$ cat config.mk
export PLATFORM = sky130hd
export DESIGN_NAME = int_issue_exec_block
export DESIGN_NICKNAME = d
export VERILOG_FILES = /design/src/rtl/int_issue_pkg.sv /design/src/rtl/int_issue_exec_block_alu.sv /design/src/rtl/int_issue_exec_block.sv
export SDC_FILE = /design/constraint.sdc
export NUM_CORES = 2
export LEC_CHECK = 0
export BUFFER_PORTS_ARGS = -buffer_cell sky130_fd_sc_hd__clkbuf_2
export CELL_PAD_IN_SITES_DETAIL_PLACEMENT = 0
export CELL_PAD_IN_SITES_GLOBAL_PLACEMENT = 1
export CORE_MARGIN = 1
export CORE_UTILIZATION = 45
export CTS_CLUSTER_DIAMETER = 80
export DETAILED_ROUTE_END_ITERATION = 8
export PLACE_DENSITY = 0.79
export SYNTH_ARGS = -nofsm -noshare
export SYNTH_HDL_FRONTEND = slang
export SYNTH_SLANG_ARGS = --single-unit
$ cat constraint.sdc
create_clock -name clk -period 7.95 [get_ports clk]
set_clock_uncertainty 0.05 [all_clocks]
set_input_delay 0 -clock clk [delete_from_list [all_inputs] [get_ports clk]]
set_output_delay 0 -clock clk [all_outputs]
set_load 0.005 [all_outputs]
$ cat src/rtl/int_issue_pkg.sv
// Shared definitions for the integer issue/execute block: widths, opcodes and FSM states.
package int_issue_pkg;

  localparam int DEF_DATA_W = 32;
  localparam int DEF_TAG_W  = 6;

  localparam logic [2:0] OP_ADD = 3'd0;
  localparam logic [2:0] OP_SUB = 3'd1;
  localparam logic [2:0] OP_AND = 3'd2;
  localparam logic [2:0] OP_OR  = 3'd3;
  localparam logic [2:0] OP_SLT = 3'd4;
  localparam logic [2:0] OP_SLL = 3'd5;
  localparam logic [2:0] OP_SRL = 3'd6;
  localparam logic [2:0] OP_MUL = 3'd7;

  typedef enum logic [1:0] {
    ST_IDLE    = 2'd0,
    ST_EXEC    = 2'd1,
    ST_CDB_REQ = 2'd2
  } state_t;

endpackage

$ cat src/rtl/int_issue_exec_block_alu.sv
// Combinational integer ALU/multiplier; every opcode wraps modulo 2^DATA_W.
module int_alu
  import int_issue_pkg::*;
#(
  parameter int DATA_W = DEF_DATA_W
) (
  input  logic [2:0]        opcode,
  input  logic [DATA_W-1:0] a,
  input  logic [DATA_W-1:0] b,
  output logic [DATA_W-1:0] result
);

  logic [4:0] shamt;
  logic       slt;

  assign shamt = b[4:0];
  assign slt   = $signed(a) < $signed(b);

  always_comb begin
    result = '0;
    case (opcode)
      OP_ADD:  result = a + b;
      OP_SUB:  result = a - b;
      OP_AND:  result = a & b;
      OP_OR:   result = a | b;
      OP_SLT:  result = {{(DATA_W-1){1'b0}}, slt};
      OP_SLL:  result = a << shamt;
      OP_SRL:  result = a >> shamt;
      OP_MUL:  result = a * b;
      default: result = '0;
    endcase
  end

endmodule

$ cat src/rtl/int_issue_exec_block.sv
// Single-entry, non-pipelined integer execute stage: captures a ready queue entry,
// executes it (MUL takes MUL_LATENCY cycles) and broadcasts the result on the CDB.
module int_issue_exec_block
  import int_issue_pkg::*;
#(
  parameter int DATA_W      = DEF_DATA_W,
  parameter int TAG_W       = DEF_TAG_W,
  parameter int MUL_LATENCY = 3
) (
  input  logic              clk,
  input  logic              reset,
  input  logic              issueque_ready,
  input  logic [2:0]        issue_opcode,
  input  logic [TAG_W-1:0]  issue_rd_tag,
  input  logic [DATA_W-1:0] issue_rs1_data,
  input  logic [DATA_W-1:0] issue_rs2_data,
  output logic              issueblk_done,
  output logic              cdb_req,
  input  logic              cdb_grant,
  output logic              CDB_valid,
  output logic [TAG_W-1:0]  CDB_tag,
  output logic [DATA_W-1:0] CDB_data,
  output logic              busy
);

  localparam logic [3:0] MUL_CNT_INIT = 4'(MUL_LATENCY - 1);

  state_t            state_q, state_d;
  logic [3:0]        cnt_q, cnt_d;
  logic [2:0]        op_q, op_d;
  logic [TAG_W-1:0]  tag_q, tag_d;
  logic [DATA_W-1:0] a_q, a_d;
  logic [DATA_W-1:0] b_q, b_d;
  logic [DATA_W-1:0] res_q, res_d;
  logic [DATA_W-1:0] alu_res;

  int_alu #(.DATA_W(DATA_W)) u_alu (
    .opcode (op_q),
    .a      (a_q),
    .b      (b_q),
    .result (alu_res)
  );

  always_comb begin
    state_d = state_q;
    cnt_d   = cnt_q;
    op_d    = op_q;
    tag_d   = tag_q;
    a_d     = a_q;
    b_d     = b_q;
    res_d   = res_q;
    case (state_q)
      ST_IDLE: begin
        if (issueque_ready) begin
          op_d    = issue_opcode;
          tag_d   = issue_rd_tag;
          a_d     = issue_rs1_data;
          b_d     = issue_rs2_data;
          cnt_d   = (issue_opcode == OP_MUL) ? MUL_CNT_INIT : 4'd0;
          state_d = ST_EXEC;
        end
      end
      ST_EXEC: begin
        if (cnt_q == 4'd0) begin
          res_d   = alu_res;
          state_d = ST_CDB_REQ;
        end else begin
          cnt_d = cnt_q - 4'd1;
        end
      end
      ST_CDB_REQ: begin
        if (cdb_grant) state_d = ST_IDLE;
      end
      default: state_d = ST_IDLE;
    endcase
  end

  always_ff @(posedge clk) begin
    if (reset) begin
      state_q <= ST_IDLE;
      cnt_q   <= '0;
      op_q    <= '0;
      tag_q   <= '0;
      a_q     <= '0;
      b_q     <= '0;
      res_q   <= '0;
    end else begin
      state_q <= state_d;
      cnt_q   <= cnt_d;
      op_q    <= op_d;
      tag_q   <= tag_d;
      a_q     <= a_d;
      b_q     <= b_d;
      res_q   <= res_d;
    end
  end

  // Outputs are gated by reset so a dropped instruction never requests or broadcasts.
  assign issueblk_done = (state_q == ST_IDLE) && issueque_ready && !reset;
  assign cdb_req       = (state_q == ST_CDB_REQ) && !reset;
  assign CDB_valid     = cdb_req && cdb_grant;
  assign CDB_tag       = CDB_valid ? tag_q : '0;
  assign CDB_data      = CDB_valid ? res_q : '0;
  assign busy          = (state_q != ST_IDLE);

endmodule

[After elaboration in Yosys (flattened, before gate mapping)]
Cells that the tools add are included.
Word-level totals
  bits of input ports: 77
  register bits: 111
  word-level logic and storage cells: 55
  output and inout port bits: 42
Cells by class
  reductions and logical operators: 14
  $lt $le $gt $ge: 1
  shift-type cells: 2
  multipliers: 1
  multiplexer cells: 11
  add/subtract/negate cells: 3
  equality and inequality tests: 14
  bitwise logic cells: 2
Operators with widths (count)
  $pmux 32 s8: 1
  $add 32x32->32: 1
  $and 32x32->32: 1
  $lt 32x32->1: 1
  $mul 32x32->32: 1
  $mux 32: 1
  $or 32x32->32: 1
  $shl 32x5->32: 1
  $shr 32x5->32: 1
  $sub 32x32->32: 1
  $eq 3x3->1 const B: 5
  $mux 2: 4
  $mux 4: 2
  $ne 2x2->1 const B: 4
  $pmux 4 s2: 1
  $eq 3x2->1 const B: 2
  $mux 6: 1
  $pmux 2 s3: 1
  $reduce_and 3->1: 2
  $logic_and 1x1->1: 4
  $logic_not 4->1: 1
  $reduce_and 2->1: 2
  $reduce_bool 2->1: 2
  $sub 4x1->4 const B: 1
  6 further kinds: 6

[Longest topological paths before layout]
  depth in word-level cells: 4
  depth in mapped cells: 30

[Modules after synthesis]
Synthesis repeated with hierarchy kept, for this count alone.
Unflattened totals
  cell total of the unflattened synthesis: 3293
  area total of the unflattened synthesis: 27078.5 sq um
By module, submodules not included
  int_alu: instances 1, cells each 2896, area each 22973.3 sq um
  int_issue_exec_block: instances 1, cells each 397, area each 4105.2 sq um

[Worst setup path before layout]
No wires, ideal clock.
  path kind: register to register
  start: register b_q[2]
  end: register res_q[29]
  required time: 7.780 ns
  cell stages (with the launch flop): 30
  data arrival time: 8.354 ns
  slack: -0.574 ns
  cells stage by stage: dfxtp_1 > clkbuf_1 > inv_2 > buf_2 > buf_1 > clkbuf_1 > buf_1 > nor2_1 > fa_1 > inv_1 > fa_1 > fa_1 > fa_1 > inv_1 > fa_1 > inv_1 > fa_1 > inv_1 > fa_1 > fa_1 > ha_1 > a21o_1 > a21o_1 > a221o_1 > a311oi_2 > o31a_1 > o21ai_0 > xor2_1 > a211o_1 > o31a_1
Between the ends
  cells in the longest elaborated chain, start to end: 2
  elaborated cells on any way between the ends: 6
Ends and longest elaborated chain
  start, declared: RTL line int_issue_exec_block.sv:33  | logic [DATA_W-1:0] b_q, b_d;
  start signal, assigned: RTL line int_issue_exec_block.sv:85  | b_q <= '0;
  start signal, assigned: RTL line int_issue_exec_block.sv:93  | b_q <= b_d;
  $mul 32x32->32, or another cell as far along: RTL line int_issue_exec_block_alu.sv:29  | OP_MUL: result = a * b;
  $pmux 32 s8 (*): RTL line int_issue_exec_block_alu.sv:21  | case (opcode)
  end signal, assigned: RTL line int_issue_exec_block.sv:94  | res_q <= res_d;
  end, declared: RTL line int_issue_exec_block.sv:34  | logic [DATA_W-1:0] res_q, res_d;
Mark *: on every way between the ends. The rest lies on a longest branch, timed or not.
A chain may end at the register's enable or synchronous reset.

[Final worst setup path]
  start: register b_q[4]
  end: register res_q[29]
Same word-level chain as after synthesis.

==> run metrics <==
min-delay worst type in2reg; Synth Area in XOR/XNOR 3.33%; register-to-register setup slack 0.22 ns; Die ar. 0.0606 mm²; Netlist Area Pre-Place 0.0268 mm²; Post-CTS Setup Bufs 0; Initial Util a little under half; register bit total from synthesis between 100 and 150; clock share of power 10.3%; RSZ-0062 raised after global routing no; Worst EP arrival about 8.0 ns; area of the multi-input gates 0.0219 mm²; chip width ~250 µm; vias in the first global route around 26,000; most frequent cells in the layout nor2_1, inv_1, fa_1, nand2_1, ha_1; # fillers approximately 5,800; Syn Inst Count 3,304; IO Pins around 120; largest family of logic cells by synthesized area adder cells; layout cell share with drive strength beyond 1 11.0%; Clock Latency Late Sink roughly 0.44 ns; clk slew on worst S/H paths 0.11 ns; adder and majority gate portion of the synthesized area 41.0%; Layout Cells excl Fill roughly 4,200; Seq/Total Area, Yosys 8.29%; CP dominant cell by count fa_1; CTS Root Cell clkbuf_16; post-route minimum period 7.73 ns; global-route wire length before repair between 150,000 and 200,000 µm; worst slew pin tran ~1.2 ns; htree depth 3; critical path's slowest cell fa_1; status completed; final count of negative-setup-slack endpoints 0; pin count of the biggest net entering global routing 60; Mapped Nets about 4,000; Vias about 26,000; Placer Congestion roughly 1.0; cell-internal power about 0.0023 W; met2 usage roughly 65%; worst relative slew slack 18.6%; Detailed Route WL roughly 130,000 µm; WL/cell around 31 µm; Post-synth EDFFs 0; clk buf depth 2; core area roughly 0.06 mm²; Final Hold Vio Count 0; setup TNS 0 ns; Yosys cell types a little over 80; gr ovfl total 0; Max Slew Vio Count 0; P_sw 0.00313 W; crit start category register; commonest non-fill, non-tap cell in the layout nor2_1; Logic pwr share approximately three quarters; grt peak-use layer met2; Pre-antenna DRT Iters 6; Crit. End Element register; Peak VDD IR 0.000179 V; Hold Startpoint issueque_ready; Worst Hold End tag_q[0]; Rows a little under 90; LEAKAGE between 10 and 15 nW; CTS Sinks about 110; final net count between 4,000 and 5,000; initial antenna violation count 5; Max Clk Rate 129 MHz; total CTS buffers 9; FF+latch area between 0.002 and 0.0025 mm²; period utilization 97.2%; Synth Area in Simple Gates between 10% and 20%; syn avg cell area about 8.1 µm²; max-cap viol count 0; CTS tree built; port bufs between 100 and 150; mux contribution to synthesized area just under 5%; gr usage total 43.8%; CP max FO 7; reg2reg end res_q[29]; vias per std cell between 6 and 7; required time of the worst setup path roughly 8.2 ns; reg2reg path depth 24; post-DP HPWL 105,000 µm; Post-synth ARST share 0%; Compound-Gate Fraction of Synth Area 16.5%; met3 Use GR a little under a tenth; crit-path leading delay family adder cells; CP Class reg2reg; Reg2Reg Launch Point b_q[4]; Die Ht 246 µm; placed insts 4,151; Syn. warnings 0; Sw Ratio between 50 and 60%; Top FF cell, synth dfxtp_1; DRT antenna net count 0; Area Growth Syn to Fin 12.0%; Reg power frac about 14%; critical path's largest stage delay 0.57 ns; Power per Cell Area 180 mW/mm²; detailed router's first-iteration violation count approximately 3,000; WHS Path Cells 3; critical path buffer and inverter count 5; Post-route DRC 0; CP cell instances inv_1 -> buf_4 -> nor2_1 -> fa_1 -> inv_1 -> fa_1 -> fa_1 -> fa_1 -> inv_1 -> fa_1 -> fa_1 -> fa_1 -> fa_1 -> ha_1 -> nand3_1 -> nor2_1 -> a221o_1 -> a311oi_2 -> buf_4 -> o31a_1 -> o21ai_0 -> xor2_1 -> a211o_1 -> o31a_1; GR Layer Usage met1 a little under three fifths
[routing by layer]
layer | vias to the layer above | share of wire [%]
met3 | 378 | 10
met1 | 13300 | 39
met2 | 1668 | 43
met5 | - | 0.030
li1 | 11100 | -
met4 | 6 | 8.1
[tightest hold or removal path: cells and delay by family]
kind            cells  cell delay [ns]
buf+inv             1             0.12
compound gates      2             0.33
[power by group through the flow]
stage                     Clock [W]  Sequential (W)  Combinational [W]
after floorplan                   0        0.000731            0.00235
after global placement            0        0.000775            0.00386
after detailed placement          0        0.000777            0.00386
after CTS                  0.000555        0.000764            0.00392
after global routing       0.000570        0.000777            0.00427
final                      0.000555        0.000769            0.00408
[repair_timing]
action                                  CTS  global route
hold buffers                             76             3
gates resized for setup                   0             2
endpoints found under the hold margin    68             3
endpoints found under the setup margin    0             2
[state kept, by name (all words and copies together) (netlist names)]
name,flops
a_q,32
b_q,32
res_q,32
tag_q,6
cnt_q,4
op_q,3
state_q,2
[worst max path at each step]
stage                     startpoint   endpoint  slack (ns)  cells past startpoint
after floorplan               b_q[2]  res_q[29]        0.05                     29
after global placement        b_q[2]  res_q[30]        0.34                     22
after detailed placement      b_q[4]  res_q[29]        0.30                     24
after CTS                     b_q[4]  res_q[29]        0.27                     24
after global routing         b_q[10]  res_q[30]       0.007                     21
final                         b_q[4]  res_q[29]        0.22                     24
[synthesized netlist by cell type (18+ instances only)]
cell | count | share of area (%)
a31oi_1 | 18 | 0.42
nand2_1 | 316 | 4.4
nand3_1 | 26 | 0.49
clkbuf_1 | 151 | 2.1
a211oi_1 | 19 | 0.53
xor2_1 | 25 | 0.82
o21ai_0 | 165 | 3.1
nand2b_1 | 28 | 0.65
o211ai_1 | 19 | 0.53
ha_1 | 222 | 10
fa_1 | 410 | 31
a22o_1 | 81 | 2.6
a21oi_1 | 126 | 2.4
buf_2 | 19 | 0.35
inv_1 | 473 | 6.6
buf_1 | 43 | 0.60
a211o_1 | 21 | 0.69
nor3_1 | 38 | 0.71
xnor2_1 | 77 | 2.5
a21o_1 | 32 | 0.90
mux2i_1 | 56 | 2.1
and3_1 | 43 | 1.0
nor2_1 | 482 | 6.7
dfxtp_1 | 111 | 8.3
mux4_2 | 28 | 2.4
[through the flow]
step,hold slack [ns],setup slack [ns],utilization [%],cell area (µm²),power [W]
final,0.0181,0.223,51.0,30000,0.00540
after global placement,0.166,0.345,49.1,28900,0.00463
after detailed placement,0.171,0.296,49.1,28900,0.00464
after CTS,0.00716,0.268,50.9,30000,0.00524
after floorplan,0.0829,0.0549,-,26800,0.00308
after global routing,0.0425,0.00681,51.0,30000,0.00562
[layout make-up]
cell class,count,area share [%]
Timing Repair Buffer,369,9.04
Sequential cell,111,7.44
Antenna cell,2,0.0167
Inverter,492,6.15
Clock inverter,7,0.296
Clock buffer,9,0.750
Tap cell,773,3.22
Multi-Input combinational cell,2485,73.1
[kinds of logic after synthesis]
family | count (synthesis)
flops | 111
buf+inv | 708
simple gates | 1009
mux | 93
compound gates | 649
xor+xnor | 102
fa+ha+maj | 632
No activity file was read; power rests on OpenSTA's default activity.
